[src/rtl/i2c_byte_master.sv]
// i2c_byte_master: byte-level I2C master engine (START / WRITE / READ / STOP).
// One command at a time over a valid/ready handshake. The bus lines are open-drain
// drive values: 1 releases the line, 0 pulls it low.
// Optional feature macro: I2C_CLK_STRETCH_EN. When it is defined, the phase counter
// freezes while the engine releases scl but scl_i still reads low (slave clock stretching).
// The bus lines are registered from the current phase, so they trail the FSM by one
// cycle. The extra DONE cycle makes up for that lag, so the response lines up with
// the bus activity.
module i2c_byte_master #(
  parameter int CLK_DIV = 4
) (
  input  logic       clk,
  input  logic       rst_n,
  input  logic       cmd_valid,
  output logic       cmd_ready,
  input  logic [1:0] cmd_op,
  input  logic [7:0] cmd_data,
  input  logic       cmd_nack,
  output logic       rsp_valid,
  output logic [7:0] rsp_data,
  output logic       rsp_nack,
  output logic       busy,
  output logic       scl,
  output logic       sda,
  input  logic       scl_i,
  input  logic       sda_i
);

  localparam int CW = $clog2(CLK_DIV + 1);
  localparam logic [CW-1:0] CNT_LAST = CW'(CLK_DIV - 1);
  localparam logic [1:0] OP_START = 2'b00;
  localparam logic [1:0] OP_WRITE = 2'b01;
  localparam logic [1:0] OP_READ  = 2'b10;
  localparam logic [1:0] OP_STOP  = 2'b11;

  typedef enum logic [2:0] {ST_IDLE, ST_START, ST_BIT, ST_STOP, ST_DONE} state_t;

  state_t        state_r, state_s;
  logic [CW-1:0] cnt_r, cnt_s;
  logic [1:0]    ph_r, ph_s;
  logic [3:0]    bit_r, bit_s;
  logic [1:0]    op_r, op_s;
  logic [7:0]    shift_r, shift_s;
  logic          nack_cmd_r, nack_cmd_s;
  logic          ack_r, ack_s;
  logic          rsp_fire_s;
  logic          hold_s;
  logic          tx_s;
  logic          drv_scl_s, drv_sda_s;
  logic          cmd_ready_r, rsp_valid_r, rsp_nack_r, scl_r, sda_r;
  logic [7:0]    rsp_data_r;

`ifdef I2C_CLK_STRETCH_EN
  logic scl_high_phase_s;
  // Freeze the phase counter while scl is released but a slave still holds it low
  always_comb begin
    scl_high_phase_s = ((state_r == ST_START) && (ph_r != 2'd2)) ||
                       ((state_r == ST_STOP)  && (ph_r != 2'd0)) ||
                       ((state_r == ST_BIT)   && (ph_r == 2'd1));
    hold_s = scl_high_phase_s && scl_r && !scl_i;
  end
`else
  logic unused_scl_i_s;
  assign unused_scl_i_s = scl_i;
  assign hold_s = 1'b0;
`endif

  // Bit value put on sda for the current bit slot: WRITE data then release, READ release then ACK/NACK
  always_comb begin
    if (op_r == OP_READ) begin
      tx_s = (bit_r == 4'd8) ? nack_cmd_r : 1'b1;
    end else begin
      tx_s = (bit_r == 4'd8) ? 1'b1 : shift_r[7];
    end
  end

  // Next-state, phase sequencing, sda_i sampling and response trigger
  always_comb begin
    state_s    = state_r;
    cnt_s      = cnt_r;
    ph_s       = ph_r;
    bit_s      = bit_r;
    op_s       = op_r;
    shift_s    = shift_r;
    nack_cmd_s = nack_cmd_r;
    ack_s      = ack_r;
    rsp_fire_s = 1'b0;
    case (state_r)
      ST_IDLE: begin
        if (cmd_valid && cmd_ready_r) begin
          op_s       = cmd_op;
          shift_s    = (cmd_op == OP_WRITE) ? cmd_data : 8'h00;
          nack_cmd_s = cmd_nack;
          ack_s      = 1'b0;
          cnt_s      = '0;
          ph_s       = 2'd0;
          bit_s      = 4'd0;
          case (cmd_op)
            OP_START: state_s = ST_START;
            OP_STOP:  state_s = ST_STOP;
            default:  state_s = ST_BIT;
          endcase
        end else begin
          state_s = ST_IDLE;
        end
      end
      ST_START, ST_STOP: begin
        if (hold_s) begin
          cnt_s = cnt_r;
        end else if (cnt_r == CNT_LAST) begin
          cnt_s = '0;
          if (ph_r == 2'd2) begin
            ph_s    = 2'd0;
            state_s = ST_DONE;
          end else begin
            ph_s = ph_r + 2'd1;
          end
        end else begin
          cnt_s = cnt_r + CW'(1);
        end
      end
      ST_BIT: begin
        // The edge that closes the last visible p2 cycle falls at p3, count 0
        if ((ph_r == 2'd3) && (cnt_r == '0)) begin
          if ((op_r == OP_READ) && (bit_r != 4'd8)) begin
            shift_s = {shift_r[6:0], sda_i};
          end else if ((op_r == OP_WRITE) && (bit_r == 4'd8)) begin
            ack_s = sda_i;
          end else begin
            ack_s = ack_r;
          end
        end else begin
          ack_s = ack_r;
        end
        if (hold_s) begin
          cnt_s = cnt_r;
        end else if (cnt_r == CNT_LAST) begin
          cnt_s = '0;
          if (ph_r == 2'd3) begin
            ph_s = 2'd0;
            if (op_r == OP_WRITE) begin
              shift_s = {shift_r[6:0], 1'b0};
            end else begin
              shift_s = shift_s;
            end
            if (bit_r == 4'd8) begin
              bit_s   = 4'd0;
              state_s = ST_DONE;
            end else begin
              bit_s = bit_r + 4'd1;
            end
          end else begin
            ph_s = ph_r + 2'd1;
          end
        end else begin
          cnt_s = cnt_r + CW'(1);
        end
      end
      ST_DONE: begin
        if (cnt_r == '0) begin
          rsp_fire_s = 1'b1;
          cnt_s      = CW'(1);
        end else begin
          cnt_s   = '0;
          state_s = ST_IDLE;
        end
      end
      default: begin
        state_s = ST_IDLE;
        cnt_s   = '0;
      end
    endcase
  end

  // Bus line values for the current phase; lines hold their last value outside active phases
  always_comb begin
    drv_scl_s = scl_r;
    drv_sda_s = sda_r;
    case (state_r)
      ST_START: begin
        drv_scl_s = (ph_r != 2'd2);
        drv_sda_s = (ph_r == 2'd0);
      end
      ST_STOP: begin
        drv_scl_s = (ph_r != 2'd0);
        drv_sda_s = (ph_r == 2'd2);
      end
      ST_BIT: begin
        drv_scl_s = (ph_r == 2'd1) || (ph_r == 2'd2);
        drv_sda_s = tx_s;
      end
      default: begin
        drv_scl_s = scl_r;
        drv_sda_s = sda_r;
      end
    endcase
  end

  // State, datapath and registered outputs
  always_ff @(posedge clk or negedge rst_n) begin
    if (!rst_n) begin
      state_r     <= ST_IDLE;
      cnt_r       <= '0;
      ph_r        <= 2'd0;
      bit_r       <= 4'd0;
      op_r        <= 2'b00;
      shift_r     <= 8'h00;
      nack_cmd_r  <= 1'b0;
      ack_r       <= 1'b0;
      cmd_ready_r <= 1'b1;
      rsp_valid_r <= 1'b0;
      rsp_data_r  <= 8'h00;
      rsp_nack_r  <= 1'b0;
      scl_r       <= 1'b1;
      sda_r       <= 1'b1;
    end else begin
      state_r     <= state_s;
      cnt_r       <= cnt_s;
      ph_r        <= ph_s;
      bit_r       <= bit_s;
      op_r        <= op_s;
      shift_r     <= shift_s;
      nack_cmd_r  <= nack_cmd_s;
      ack_r       <= ack_s;
      cmd_ready_r <= (state_s == ST_IDLE);
      rsp_valid_r <= rsp_fire_s;
      scl_r       <= drv_scl_s;
      sda_r       <= drv_sda_s;
      if (rsp_fire_s) begin
        rsp_data_r <= (op_r == OP_READ) ? shift_r : 8'h00;
        rsp_nack_r <= (op_r == OP_WRITE) ? ack_r : 1'b0;
      end else begin
        rsp_data_r <= rsp_data_r;
        rsp_nack_r <= rsp_nack_r;
      end
    end
  end

  assign cmd_ready = cmd_ready_r;
  assign busy      = ~cmd_ready_r;
  assign rsp_valid = rsp_valid_r;
  assign rsp_data  = rsp_data_r;
  assign rsp_nack  = rsp_nack_r;
  assign scl       = scl_r;
  assign sda       = sda_r;

endmodule

[config.mk]
export PLATFORM = sky130hd
export DESIGN_NAME = i2c_byte_master
export DESIGN_NICKNAME = d
export VERILOG_FILES = /design/src/rtl/i2c_byte_master.sv
export SDC_FILE = /design/constraint.sdc
export NUM_CORES = 1
export LEC_CHECK = 0
export ABC_AREA = 1
export ABC_CLOCK_PERIOD_IN_PS = 3180
export BUFFER_PORTS_ARGS = -buffer_cell sky130_fd_sc_hd__buf_4
export CELL_PAD_IN_SITES_DETAIL_PLACEMENT = 1
export CELL_PAD_IN_SITES_GLOBAL_PLACEMENT = 1
export CORE_ASPECT_RATIO = 2
export CORE_MARGIN = 2
export CORE_UTILIZATION = 42
export CTS_BUF_LIST = sky130_fd_sc_hd__clkbuf_16
export CTS_CLUSTER_SIZE = 14
export DETAILED_ROUTE_END_ITERATION = 7
export PLACE_DENSITY_LB_ADDON = 0.1
export SLEW_MARGIN = 10
export SYNTH_ARGS = -nofsm -noshare
export SYNTH_HDL_FRONTEND = slang
export SYNTH_SLANG_ARGS = --single-unit
[constraint.sdc]
create_clock -name clk -period 3.18 [get_ports clk]
set_input_delay 0.159 -clock clk [delete_from_list [all_inputs] [get_ports clk]]
set_output_delay 0.159 -clock clk [all_outputs]
set_load 0.02 [all_outputs]
Word level (Yosys, flattened, before mapping)
Cells that the tools add are included.

$add $sub $neg: 3. Multiply operators: 0. Div/mod/pow operators: 0. $lt $le $gt $ge: 0. Equal/unequal tests: 22. Shift operators: 0. Mux-type cells: 46. Bitwise logic cells: 1. Reductions and logical operators: 21.

Operators with widths (number): 2-to-1 mux 8 bit (8); 2-to-1 mux 3 bit (9); 2-to-1 mux 4 bit (4); != test 2 bit, second input constant (8); one-hot mux 8 bit (2 select lines) (1); one-hot mux 3 bit (4 select lines) (1); 2-to-1 mux 1 bit (11); 2-to-1 mux 2 bit (5); equality test 3 x 2 -> 1 bit, second input constant (3); zero test 3 bit (3); one-hot mux 3 bit (3 select lines) (1); equality test 2 bit, second input constant (4); one-hot mux 4 bit (2 select lines) (1); AND reduction 4 bit (2); equality test 2 x 1 -> 1 bit, second input constant (3); one-hot mux 1 bit (3 select lines) (2); one-hot mux 2 bit (3 select lines) (1); nonzero test 3 bit (2); AND reduction 5 bit (1); adder 4 x 1 -> 4 bit, second input constant (1); equality test 4 bit, second input constant (1); logical AND 1 bit (4); zero test 2 bit (2); != test 4 bit, second input constant (1); 12 further kinds (14).

Flip-flop bits (word level): 37. Latch bits: 0. Bits in writable memories: 0. ROM bits: 0. Input bits: 16. Memories: 0.

Longest topological paths before layout
Depth in word-level cells: 8. Gate-level depth with buffers: 9. Mapped depth without buffers: 9.

Least setup slack after synthesis
Ideal clock, no wire load.

Path kind: register to register. Start point: reg cnt_r[0]. End point: reg shift_r[1]. Setup time: 122 ps. Data arrival time: 1313 ps. Path slack: 1745 ps. Cell stages (with the launch flop): 10. Path buffers: 0. Period minus slack after synthesis: 1435 ps. Cell sequence: dfrtp_1 -> inv_1 -> ha_1 -> nand2_1 -> nor2_1 -> nand3_2 -> nand2_2 -> nand2_1 -> nand3_1 -> a21oi_1.

Longest elaborated chain between the ends: 7. Elaborated cells between the ends (all ways): 8.

Ends and longest elaborated chain: start, declared (RTL line 39) `logic [CW-1:0] cnt_r, cnt_s;`; start signal, assigned (RTL line 218) `cnt_r <= cnt_s;`; zero test 3 bit (RTL line 124) `if ((ph_r == 2'd3) && (cnt_r == '0)) begin`; logical AND 1 bit (RTL line 124); 2-to-1 mux 8 bit (RTL line 124); 2-to-1 mux 8 bit (RTL line 141) `if (op_r == OP_WRITE) begin`; 2-to-1 mux 8 bit (RTL line 139) `if (ph_r == 2'd3) begin`; 2-to-1 mux 8 bit * (RTL line 137) `end else if (cnt_r == CNT_LAST) begin`; one-hot mux 8 bit (2 select lines) * (RTL line 88) `case (state_r)`; end signal, assigned (RTL line 222) `shift_r <= shift_s;`; end, declared (RTL line 43) `logic [7:0] shift_r, shift_s;`.

Mark *: on every way between the ends. The rest lies on a longest branch, timed or not. A chain may end at the register's enable or synchronous reset.

Worst setup path in the final report
Start point: reg cnt_r[0]. End point: reg shift_r[6].

The elaborated chain is that of the path after synthesis.

==> out/results.ini <==
[grt]
grt_pass1_wl_um=8670
grt_use_total=0.222
grt_pass1_vias=1844
overflow=0
antenna_found_initial=0
grt_max_degree=38

[synthesis]
syn_nets=276
synth_edf_count=0
synth_area_mm2=0.00207
yosys_warnings=0
ys.flop_type=dfrtp_1
async_flop_share=1.00
yosysMostFrequentCell=nand2_1
synth.ff_latch_count=37
synthTopCellsByArea=dfrtp_1, nand2_1, nand3_1
yosysTopAreaCell=dfrtp_1
synth_cell_types=32
netlist_instances=249
ys_seq_area_frac=0.450
syn_avg_cell_area_um2=8.30
synth_top_area_frac=0.412
synthTopCellsByCount=nand2_1, dfrtp_1, inv_1, nand3_1, nor2_1

[worst_setup_path]
worst-path-buf-inv=1
cp_slowest_cell=dfrtp_1
r2r_start=cnt_r[0]
required_ns=3.35
cp.arrival_ns=1.91
critPathTopFamily=simple AND/OR/NAND/NOR gates
crit_path_start_kind=flip-flop
r2r_slack_ns=1.43
r2r-end=shift_r[6]
cp_cell_sequence=inv_1 > ha_1 > nand2_1 > nor2_1 > nand3_2 > nand2_2 > nand2_1 > nand3_1 > a21oi_1
cp-end-kind=flip-flop
worstSetupPathType=reg -> reg
cp_common_cell=nand2_1
crit_fanout=9
cp_slowest_stage_delay_ns=0.38
reg2regPathDepth=9

[power_and_ir_drop]
ir_drop_v=0.000562
power.density_mw_per_mm2=945
leakagePower_nw=1.24

[min_path]
min_to=nack_cmd_r
min_path_cells=3
min_path_type=in -> reg
hold_path_startpoint=cmd_nack

[timing]
relSlewSlack=0.644
rsz0062_at_grt=no
drv_slew=0
tns_ns=0
worst-slew-pin-transition_ns=0.533
hold_viol_final=0
period_share=0.549
fin_skew_ns=0.00443
max_freq_ghz=0.572
setup_violations=0
finalCriticalPeriod_ns=1.75

[finish]
final_cells=340
antenna_cells=0
drive_above_1_share=0.205
syn_to_final_growth_pct=20.6
finalNetCount=309

[clocking]
root_buffer=clkbuf_16
cts_resized=0
clkSinkCount=37
cts_inserted_buffers=5
cts_setup_buffers=0
insertion_delay_ns=0.28
clock_path_buffers=2
htreeDepth=2
cts.reportedPaths.clkPinSlew_ns=0.06
cts_tree=built

[drt]
drt_iter0_markers=37
first_pass_iters=4
drt_wl_total_um=5440
remaining_drc_errors=0
drtAntennaViolNets=0
avgViaCountPerCell=5.29
wire_per_inst_um=16.0
vias=1798

[die]
core_region_area_mm2=0.00482
initial_core_util=0.429
die_area_mm2=0.00553
fp.dieW_um=53.6
num_rows=36
num_io_pins=30
fp.dieH_um=103

[outcome]
status=finished, final reports clean

[place]
dp_hpwl_um=4170
dp_cells=331
gp_congestion=0.812
port_buffers=28

[job]
cap_violations=0

[tightest hold or removal path: cells and delay by family]
family,cells,cell delay [ns]
AO/OA/AOI/OAI,1,0.06
buffers and inverters,1,0.07
AND/OR/NAND/NOR,1,0.04
[through the flow]
| stage | setup slack (ns) | utilization | instance area [um^2] | power (mW) | hold slack (ns) |
|---|---|---|---|---|---|
| finish | 1.43 | 0.517 | 2490 | 2.36 | 0.0878 |
| global route | 1.23 | 0.517 | 2490 | 2.55 | 0.114 |
| CTS | 1.42 | 0.517 | 2490 | 2.39 | 0.0907 |
| detailed placement | 1.47 | 0.482 | 2320 | 1.83 | 0.158 |
| global placement | 1.49 | 0.482 | 2320 | 1.79 | 0.155 |
| floorplan | 1.75 | - | 2070 | 1.51 | -0.137 |
[power by group]
group	total, mW	switching (mW)	internal (mW)
combinational	1.06	0.715	0.346
sequential	0.746	0.103	0.643
clock	0.548	0.184	0.364
total	2.36	1.00	1.35
[routing by layer]
| layer | up-vias | part of all wire | global-route usage |
|---|---|---|---|
| met5 | - | 0 | 0 |
| met4 | 0 | 0.033 | 0.112 |
| li1 | 883 | - | - |
| met2 | 28 | 0.61 | 0.443 |
| met3 | 16 | 0.024 | 0.0417 |
| met1 | 871 | 0.33 | 0.194 |
[flip-flops by register name (all words and copies together), names as in the netlist]
signal	cells
nack_cmd_r	1
sda	1
cnt_r	3
cmd_ready	1
rsp_nack	1
state_r	3
ack_r	1
rsp_valid	1
bit_r	4
op_r	2
shift_r	8
scl	1
ph_r	2
rsp_data	8
[area by class of cell]
cell class              instances  area (um^2)
well taps                      57         71.3
fillers                       575         2330
clock buffers                   5          125
flip-flops and latches         37          930
multi-input cells             171          965
repair buffers                 29          220
inverters                      38          145
clock inverters                 3         37.5
[layout by cell type (no fill, tap or decap), types with 4 or more instances in the layout]
cell	instances
o21ai_0	15
nand2_1	46
dfrtp_1	34
inv_1	32
nor2_2	4
ha_1	11
nor2_1	18
a21oi_1	17
nand3_1	31
o31ai_1	8
buf_4	28
clkbuf_16	5
inv_2	5
[worst max path at each step]
stage                  start         end  slack [ns]  depth (start not counted)
finish              cnt_r[0]  shift_r[6]        1.43                          9
global route        cnt_r[0]  shift_r[6]        1.23                          9
CTS                 cnt_r[0]  shift_r[6]        1.42                          9
detailed placement   ph_r[0]  shift_r[6]        1.47                          8
global placement    cnt_r[0]  shift_r[3]        1.49                          9
floorplan           cnt_r[0]  shift_r[1]        1.75                          9
[kinds of logic after synthesis]
group / Yosys count / synth area share
xor gates and xnor gates: 1 / 0.00424
and+or+nand+nor: 110 / 0.255
DFF: 37 / 0.450
AOI/OAI and AO/OA: 49 / 0.140
adders and majority gates: 11 / 0.0666
buffers and inverters: 41 / 0.0835
[what timing repair did]
item                                    4_1_cts  5_1_grt
hold buffers                                  1        0
endpoints found under the setup margin        0        0
hold endpoints to repair                     34        0
No activity file was read; power rests on OpenSTA's default activity.
